===== src/rtl/viterbi_ctrl.sv =====
// Frame sequencer for the Viterbi decoder: symbol intake with ACS enables,
// pipeline flush, then traceback from the last survivor back to the first.
module viterbi_ctrl #(
   parameter int CNT_W   = 8,
   parameter int ACS_LAT = 1
) (
   input  logic             clk,
   input  logic             rst,
   input  logic             i_start,
   input  logic [CNT_W-1:0] i_frame_len,
   input  logic             i_sym_valid,
   output logic             o_sym_ready,
   output logic             o_en_acs,
   output logic             o_first_sym,
   output logic             o_mem_wr_en,
   output logic [CNT_W-1:0] o_mem_wr_addr,
   output logic             o_en_tb,
   output logic [CNT_W-1:0] o_tb_addr,
   output logic             o_busy,
   output logic             o_done
);

   localparam int FL_W = (ACS_LAT > 1) ? $clog2(ACS_LAT) : 1;

   localparam logic [2:0] S_IDLE  = 3'd0;
   localparam logic [2:0] S_ACS   = 3'd1;
   localparam logic [2:0] S_FLUSH = 3'd2;
   localparam logic [2:0] S_TB    = 3'd3;
   localparam logic [2:0] S_DONE  = 3'd4;

   logic [2:0]       state;
   logic [CNT_W-1:0] len_q;
   logic [CNT_W-1:0] sym_cnt;
   logic [CNT_W-1:0] tb_cnt;
   logic [FL_W-1:0]  flush_cnt;
   logic             accept;

   assign accept = (state == S_ACS) && i_sym_valid;

   // NOTE: every register here, counters included, is cleared by reset so an
   // aborted frame can never leak a stale address into the next one.
   always_ff @(posedge clk) begin
      if (rst) begin
         // NOTE: non-blocking assignments so all state updates see pre-edge values.
         state     <= S_IDLE;
         len_q     <= '0;
         sym_cnt   <= '0;
         tb_cnt    <= '0;
         flush_cnt <= '0;
      end else begin
         case (state)
            S_IDLE: begin
               if (i_start && (i_frame_len != '0)) begin
                  len_q   <= i_frame_len;
                  sym_cnt <= '0;
                  state   <= S_ACS;
               end
            end
            S_ACS: begin
               if (accept) begin
                  sym_cnt <= sym_cnt + 1'b1;
                  if (sym_cnt == len_q - 1'b1) begin
                     flush_cnt <= '0;
                     state     <= S_FLUSH;
                  end
               end
            end
            S_FLUSH: begin
               if (flush_cnt == FL_W'(ACS_LAT - 1)) begin
                  tb_cnt <= len_q - 1'b1;
                  state  <= S_TB;
               end else begin
                  flush_cnt <= flush_cnt + 1'b1;
               end
            end
            S_TB: begin
               // Stop at zero rather than decrementing, so the counter never wraps.
               if (tb_cnt == '0) begin
                  state <= S_DONE;
               end else begin
                  tb_cnt <= tb_cnt - 1'b1;
               end
            end
            S_DONE:  state <= S_IDLE;
            default: state <= S_IDLE;
         endcase
      end
   end

   assign o_sym_ready   = (state == S_ACS);
   assign o_en_acs      = accept;
   assign o_mem_wr_en   = accept;
   assign o_first_sym   = accept && (sym_cnt == '0);
   assign o_mem_wr_addr = accept ? sym_cnt : '0;
   assign o_en_tb       = (state == S_TB);
   assign o_tb_addr     = (state == S_TB) ? tb_cnt : '0;
   assign o_busy        = (state != S_IDLE);
   assign o_done        = (state == S_DONE);

endmodule


===== config.mk =====
export PLATFORM = sky130hd
export DESIGN_NAME = viterbi_ctrl
export DESIGN_NICKNAME = d
export VERILOG_FILES = /design/src/rtl/viterbi_ctrl.sv
export SDC_FILE = /design/constraint.sdc
export NUM_CORES = 1
export LEC_CHECK = 0
export CAP_MARGIN = 40
export CORE_MARGIN = 4
export CORE_UTILIZATION = 45
export CTS_CLUSTER_DIAMETER = 30
export DETAILED_ROUTE_END_ITERATION = 16
export HOLD_SLACK_MARGIN = 0.05
export MAX_ROUTING_LAYER = met4
export PLACE_DENSITY = 0.74
export SETUP_SLACK_MARGIN = 0.02
export SYNTH_ARGS = -nofsm -noshare
export SYNTH_HDL_FRONTEND = slang
export SYNTH_SLANG_ARGS = --single-unit

===== constraint.sdc =====
create_clock -name clk -period 2.1 [get_ports clk]
set_input_delay 0.21 -clock clk [delete_from_list [all_inputs] [get_ports clk]]
set_output_delay 0.21 -clock clk [all_outputs]
set_load 0.01 [all_outputs]

After elaboration in Yosys (flattened, before gate mapping)
Index checks and enable logic that the tools add are counted.
{ "totals": {"regBits": 28, "inputBits": 12, "out_inout_bits": 23, "wordCells": 54} }
{ "classes": {"n_addsub": 4, "eq_ne": 11, "muxes": 18, "reduce_logical": 16} }
{ "op_table": {"columns": ["operator", "count"], "rows": [
  ["$mux W8", 6],
  ["$pmux W8 S2", 2],
  ["$logic_not A8 Y1", 2],
  ["$sub A8 B1 Y8 const B", 2],
  ["$mux W3", 5],
  ["$pmux W3 S4", 1],
  ["$reduce_and A3 Y1", 3],
  ["$add A8 B1 Y8 const B", 1],
  ["$eq A8 B8 Y1", 1],
  ["$reduce_bool A8 Y1", 1],
  ["$eq A3 B2 Y1 const B", 2],
  ["$ne A2 B1 Y1 const B", 3],
  ["$ne A2 B2 Y1 const B", 3],
  ["$reduce_bool A2 Y1", 3],
  ["$reduce_and A5 Y1", 1],
  ["$eq A3 B1 Y1 const B", 1],
  ["$eq A3 B3 Y1 const B", 1],
  ["$logic_and A1 B1 Y1", 3],
  ["$logic_not A3 Y1", 1],
  ["$mux W1", 3],
  ["$reduce_bool A3 Y1", 1],
  ["$pmux W1 S2", 1],
  ["$reduce_and A2 Y1", 1],
  ["$add A1 B1 Y1 const B", 1]
]} }

Depth between registers and ports, before layout
Gate-level depths: netlist of run 1.
{ "depth": {"ltp_word": 5, "ltp_mapped": 9, "ltp_nobuf": 8} }

Worst setup path before layout of run 1
Ideal clock, no wire load.
{ "synth_timing": {"path_kind": "flip-flop to flip-flop", "start": "register tb_cnt[0]", "end": "register state[1]", "setup_ns": 0.091, "arrival_ns": 2.083, "required_ns": 2.009, "path_slack_ns": -0.074, "path_stages_with_launch": 9, "synth_period_minus_slack_ns": 2.174, "cell_sequence": "dfxtp_1 inv_1 ha_1 or4b_4 o31ai_4 o21ai_2 nor4_4 nand4_1 a311oi_1"} }
{ "synth_via": {"elab_chain_cells": 3} }
{ "synth_rtl": {"columns": ["element", "line_no", "source"], "rows": [
  ["start: declaration", "34", "logic [CNT_W-1:0] tb_cnt;"],
  ["start signal: assignment", "70", "tb_cnt <= len_q - 1'b1;"],
  ["start signal: assignment", "81", "tb_cnt <= tb_cnt - 1'b1;"],
  ["$logic_not A8 Y1", "78", "if (tb_cnt == '0) begin"],
  ["$ne A2 B1 Y1 (no line)", null, null],
  ["$reduce_and A5 Y1 (no line)", null, null],
  ["end signal: assignment", "79", "state <= S_DONE;"],
  ["end signal: assignment", "84", "S_DONE: state <= S_IDLE;"],
  ["end signal: assignment", "85", "default: state <= S_IDLE;"],
  ["end: declaration", "31", "logic [2:0] state;"]
]} }
No other way between the ends.
A chain may end at the register's enable or synchronous reset.

Final worst setup path of run 1
{ "layout_timing": {"start": "register len_q[4]", "end": "register state[1]"} }
{ "layout_via": {"elab_chain_cells": 4} }
{ "layout_rtl": {"columns": ["element", "line_no", "source"], "rows": [
  ["start: declaration", "32", "logic [CNT_W-1:0] len_q;"],
  ["start signal: assignment", "54", "len_q <= i_frame_len;"],
  ["$sub A8 B1 Y8", "62", "if (sym_cnt == len_q - 1'b1) begin"],
  ["$eq A8 B8 Y1", "62", null],
  ["$ne A2 B1 Y1 (no line)", null, null],
  ["$reduce_and A5 Y1 (no line)", null, null],
  ["end signal: assignment", "64", "state <= S_FLUSH;"],
  ["end signal: assignment", "71", "state <= S_TB;"],
  ["end signal: assignment", "79", null]
]} }
No other way between the ends.

==> run metrics, run 1 <==
outcome complete, no violations; P_int 0.000813 W; Reg2Reg Setup Slack 0.05 ns; Post-synth EDFFs 0; Setup CP Type reg2reg; Post-synth ARST share 0%; fin area 2500 um2; vias per cell 5.52; antenna viol nets, final 0; Tcrit/Tclk final 97.5%; clock sinks 27; register area 551 um2; dpl cells 331; Critical Path Source len_q[4]; Fillers 324; Synth Area in Simple Gates 31.6%; Top Ports 35; Critical R2R Launch len_q[4]; Peak VDD IR 0.556 mV; RSZ-0062 raised after global routing true; placed cell area 2370 um2; Core ar. 3770 um2; largest net degree at the start of global routing 15; Syn Inst Count 232; vias 1867; syn nets 249; Fin Setup TNS 0 ns; initial DRC count 101; Nets 308; worst hold path type in2reg; Sw Ratio 28.4%; initial antenna violation count 0; IO Port Bufs 34; Pwr Density 454 nW/um2; Max clock buf depth 2; CTS tree built; die height 71.5 um; Clk pwr share 26.9%; initial core utilization 48.2%; Non-Filler Instances 338; post-DP HPWL 3640 um; # setup viols final 0; R2R cell count 6; yosys warns 0; area occupied by multi-input gates 1200 um2; Slew @ Worst Pin 0.638 ns; Max Slew Vio Count 0; die area 5120 um2; Reg power frac 47.7%; Die W 71.5 um; clk_lat worst skew 0.28 ns; Pwr Total 0.00114 W; dominant synthesized flop cell dfxtp_1; Required @ worst endpoint 2.29 ns; GRT Util Overall 19.2%; grt total ovfl 0; Worst setup SP type register; adder-cell share of the synthesized area 3.44%; Synth Register Bits 27; Final min period 2.05 ns; Residual DRC 0; largest family of logic cells by synthesized area simple AND/OR/NAND/NOR gates; TritonRoute pass-1 iters 4; share of layout cells above drive strength 1 21.0%; post-synthesis xor/xnor area fraction 10.9%; combinational share of power 25.4%; diode count 0; CTS root buffer clkbuf_8; final hold viol count 0; num rows 22; count of cell types in the netlist 49; vias in the first global route 1717; WL final 4780 um; H-tree levels 1; Worst Skew 0.00399 ns; cell area after synthesis 1820 um2; leakage 0.994 nW; switching power 0.000323 W; Synth Area in Compound Gates 18.1%; Synth Area per Inst 7.83 um2; TritonCTS buffer count 3; area delta synth->final 37.7%; first-pass GRT wire length 7790 um; Max-cap violations 0; Placer Congestion 0.843; sequential area share after synthesis 29.8%; Slew headroom 57.1%; CP endpoint kind register; arrival time worst endpoint 2.24 ns; Worst Setup EP state[1]; Fmax achieved 488 MHz; CTS Hold Buffers Added 0; R2R Path End state[1]; proportion of synthesized area in mux cells 0%; wire length per cell 14.1 um; clock transition at the registers of the reported paths 0.09 ns; worst-path fanout max 4
## kinds of logic (layout without fill, tap and decap cells)
group | after synthesis | count (layout)
AO/OA/AOI/OAI | 50 | 50
flip-flops | 27 | 27
buffers and inverters | 25 | 83
AND/OR/NAND/NOR | 104 | 104
XOR/XNOR | 21 | 21
adder cells (fa/ha/maj) | 5 | 5
## critical path: stages (launching register included)
cell and delay, ns:
dfxtp_1 0.38, nor4_4 0.35, nor4b_4 0.28, xnor3_1 0.25, o211a_1 0.14, a211o_2 0.33
a311oi_1 0.23
## timing repair
action                                 CTS  global route
setup endpoints to repair                5             8
pin swaps                                1             3
setup buffers                            0             3
endpoints found under the hold margin    0             0
gates resized for setup                  6            11
## synthesized netlist by cell type (5+ instances only)
cell type | number | share of area, %
inv_1 | 10 | 2.1
clkbuf_1 | 9 | 1.9
and3_1 | 9 | 3.1
ha_1 | 5 | 3.4
nor3_1 | 11 | 3.0
a21oi_1 | 19 | 5.2
nor2_1 | 20 | 4.1
nand2_1 | 21 | 4.3
nand3_1 | 14 | 3.9
nand4_1 | 5 | 1.7
o21ai_0 | 12 | 3.3
dfxtp_1 | 27 | 30
xnor2_1 | 12 | 5.8
xor2_1 | 8 | 3.9
and2_1 | 5 | 1.7
## power groups by stage
stage / sequential [W] / combinational (W) / clock (W)
floorplan: 0.000548 / 0.000164 / 0
global placement: 0.000551 / 0.000265 / 0
detailed placement: 0.000552 / 0.000269 / 0
CTS: 0.000541 / 0.000281 / 0.000315
global route: 0.000544 / 0.000312 / 0.000334
finish: 0.000542 / 0.000289 / 0.000305
## layout make-up
type	count	area share, %
clock buffer	4	1.80
inverter	12	1.85
multi-input combinational	180	48.2
sequential	27	22.0
tap	48	2.40
timing repair buffer	67	23.8
## worst min path at each step
stage	cells past startpoint	end	slack [ns]	startpoint
2_1_floorplan	2	len_q[4]	0.35	i_frame_len[4]
3_3_place_gp	2	len_q[7]	0.50	len_q[7]
3_5_place_dp	2	len_q[7]	0.52	len_q[7]
4_1_cts	3	len_q[7]	0.50	i_frame_len[7]
5_1_grt	3	len_q[5]	0.52	i_frame_len[5]
6_report	3	len_q[7]	0.51	i_frame_len[7]
## flip-flops by register name (all words and copies together) (netlist names)
| register | flops |
|---|---|
| len_q | 8 |
| sym_cnt | 8 |
| tb_cnt | 8 |
| state | 3 |
## layer usage
layer | vias to the layer above | wire, um | track usage (%)
met1 | 868 | 2130 | 23.9
met5 | - | 0 | -
met3 | 11 | 201 | 3.93
li1 | 943 | - | -
met4 | 0 | 70 | 4.18
met2 | 45 | 2370 | 32.1
## cells in the final DEF, fill, tap and decap left out, types with 2 or more instances in the layout
cell type	instances
nand3_1	14
nand2_1	21
inv_2	2
dfxtp_2	8
nor3_1	9
and3_1	9
nand3b_1	2
nor4_4	2
nor2_1	20
xor2_1	8
or4_1	2
nor3_2	2
o211ai_1	2
or3_1	3
and2_1	5
o21ai_0	12
ha_1	4
clkbuf_8	3
a21oi_1	19
a22oi_1	3
nand4_1	5
xnor2_1	12
dfxtp_1	19
inv_1	8
buf_4	32
clkdlybuf4s50_1	33
## per-stage QoR
stage	setup slack, ns	hold WS, ns	util [%]
2_1_floorplan	0.0293	0.355	-
3_3_place_gp	-0.214	0.503	63.0
3_5_place_dp	-0.235	0.519	63.0
4_1_cts	0.0247	0.498	65.1
5_1_grt	-0.0607	0.519	66.3
6_report	0.0517	0.506	66.3
Power figures use the tool's default switching activity.
==> inputs of run 2 (changes only) <==
--- a/config.mk
+++ b/config.mk
@@ -7,13 +7,14 @@
 export LEC_CHECK = 0
 export CAP_MARGIN = 40
 export CORE_MARGIN = 4
-export CORE_UTILIZATION = 45
+export CORE_UTILIZATION = 30
 export CTS_CLUSTER_DIAMETER = 30
 export DETAILED_ROUTE_END_ITERATION = 16
+export GPL_ROUTABILITY_DRIVEN = 1
 export HOLD_SLACK_MARGIN = 0.05
 export MAX_ROUTING_LAYER = met4
-export PLACE_DENSITY = 0.74
 export SETUP_SLACK_MARGIN = 0.02
 export SYNTH_ARGS = -nofsm -noshare
 export SYNTH_HDL_FRONTEND = slang
 export SYNTH_SLANG_ARGS = --single-unit
+export TNS_END_PERCENT = 50
==> run 2 against run 1 <==
  * Cell count grew 8.9%
  * Largest power group unchanged
  * Critical path depth grew 1
  * Wire length grew 1.6%
  * Register-to-register slack is essentially flat
  * Sequential share of layout area shrank 0.50 points
  * Critical path type is now in2reg
  * Count of clock-buffer cells in the layout is the same
  * Die area grew 44%
  * Critical endpoint unchanged
==> run metrics, run 2 (synthesis results as in run 1) <==
outcome complete, no violations; Worst setup SP type input port; Critical R2R Launch tb_cnt[0]; Slew headroom 60.2%; most frequent cells in the layout 36 x buf_4, 34 x clkdlybuf4s50_1, 23 x dfxtp_1, 21 x nand2_1; Die W 85.8 um; CTS tree built; Final min period 2.09 ns; clock sinks 27; post-place setup slack -0.278 ns; arrival time worst endpoint 2.27 ns; most common cell after layout, fill and taps aside buf_4; # setup viols final 0; final core occ 43.1%; post-DP HPWL 3860 um; Final WS setup 0.0138 ns; Placer Congestion 0.908; IO Port Bufs 34; RSZ-0062 raised after global routing true; num rows 28; area delta synth->final 39.6%; die area 7370 um2; Fin Setup TNS 0 ns; die height 85.8 um; placed cell area 2450 um2; worst-path fanout max 3; CTS root buffer clkbuf_8; Reg2Reg Setup Slack 0.04 ns; P_int 0.000811 W; GRT Util Overall 13.7%; switching power 0.000316 W; Slew @ Worst Pin 0.592 ns; fin area 2540 um2; Setup CP Type in2reg; hold path endpoint len_q[7]; Worst Skew 0.00168 ns; diode count 0; TritonRoute pass-1 iters 4; antenna viol nets, final 0; Top Ports 35; R2R cell count 9; grt total ovfl 0; Max-cap violations 0; CTS Hold Buffers Added 0; Crit path max-delay family compound AO/OA/AOI/OAI gates; Setup Fix Bufs, Post-CTS 0; biggest regs len_q: 8 flops, sym_cnt: 8 flops, tb_cnt: 8 flops; share of layout cells above drive strength 1 20.8%; Residual DRC 0; Pwr Density 444 nW/um2; vias in the first global route 1711; Peak VDD IR 0.215 mV; R2R Path End state[1]; Max Slew Vio Count 0; Clk pwr share 26.6%; vias per cell 5.08; Hold Path Origin len_q[7]; initial DRC count 81; initial core utilization 30.9%; Tcrit/Tclk final 99.3%; TritonCTS buffer count 3; Fmax achieved 479 MHz; vias 1869; max incr delay on CP 0.58 ns; critical path's slowest cell or4_1; wire length per cell 13.2 um; first-pass GRT wire length 8110 um; Sw Ratio 28.0%; H-tree levels 1; CP Buf/Inv Count 1; Required @ worst endpoint 2.29 ns; initial antenna violation count 0; Reg power frac 47.8%; Max clock buf depth 2; WL final 4850 um; CP endpoint kind register; largest net degree at the start of global routing 15; clk_lat worst skew 0.27 ns; combinational share of power 25.6%; worst hold path type reg2reg; Cell Chain, Critical Path clkdlybuf4s50_1 > or4_1 > o21a_1 > o2111ai_2 > nor4_4 > a211o_2 > a311oi_1; Critical Path Source i_frame_len[0]; final hold viol count 0; clock transition at the registers of the reported paths 0.09 ns; dpl cells 364; Non-Filler Instances 368; Core ar. 5890 um2; leakage 0.974 nW; hold path cells 2; Nets 311
==> run 2: repair_timing <==
action	in CTS	in global routing
pin swaps	1	2
gates resized for setup	5	5
endpoints found under the setup margin	7	17
==> run 2: cell type report <==
class                   instances  area, um2
flip-flops and latches         27        546
inverters                      12       46.3
multi-input cells             180       1190
repair buffers                 70        611
clock buffers                   4       45.0
well taps                      75       93.8
fillers                       602       3350
==> run 2: tightest hold or removal path, cell delays in order (launching register included) <==
cell and delay, ns:
dfxtp_1 0.36, nand2_1 0.07, a21oi_1 0.05
==> run 2: worst max path at each step <==
| stage | end | cells after the start |
|---|---|---|
| floorplan | state[1] | 8 |
| finish | state[1] | 7 |
| detailed placement | state[1] | 7 |
| CTS | state[1] | 7 |
| global placement | state[1] | 7 |
| global route | state[1] | 9 |
==> run 2: power groups by stage <==
stage          Combinational, W  Clock, W  Sequential [W]
2_1_floorplan          0.000164         0        0.000548
3_3_place_gp           0.000278         0        0.000549
3_5_place_dp           0.000280         0        0.000550
4_1_cts                0.000288  0.000315        0.000539
5_1_grt                0.000314  0.000331        0.000541
6_report               0.000288  0.000300        0.000539
==> run 2: per-layer routing <==
layer | GRT usage [%] | routed length [um] | vias to the layer above
met5 | - | 0 | -
met4 | 4.46 | 63 | 0
met3 | 1.44 | 203 | 6
met2 | 20.9 | 2290 | 47
met1 | 19.0 | 2300 | 870
li1 | - | - | 946
==> run 2: stage by stage <==
| stage | hold WS, ns | power (W) |
|---|---|---|
| 6_report | 0.517 | 0.00113 |
| 4_1_cts | 0.526 | 0.00114 |
| 3_3_place_gp | 0.507 | 0.000828 |
| 3_5_place_dp | 0.514 | 0.000830 |
| 2_1_floorplan | 0.355 | 0.000713 |
| 5_1_grt | 0.545 | 0.00119 |
==> inputs of run 3 (changes only) <==
--- a/config.mk
+++ b/config.mk
@@ -9,6 +9,7 @@
 export CORE_MARGIN = 4
 export CORE_UTILIZATION = 30
 export CTS_CLUSTER_DIAMETER = 30
+export CTS_CLUSTER_SIZE = 14
 export DETAILED_ROUTE_END_ITERATION = 16
 export GPL_ROUTABILITY_DRIVEN = 1
 export HOLD_SLACK_MARGIN = 0.05
==> results of run 3 <==
The final DEF is identical to that of run 2; final timing and power are the same.
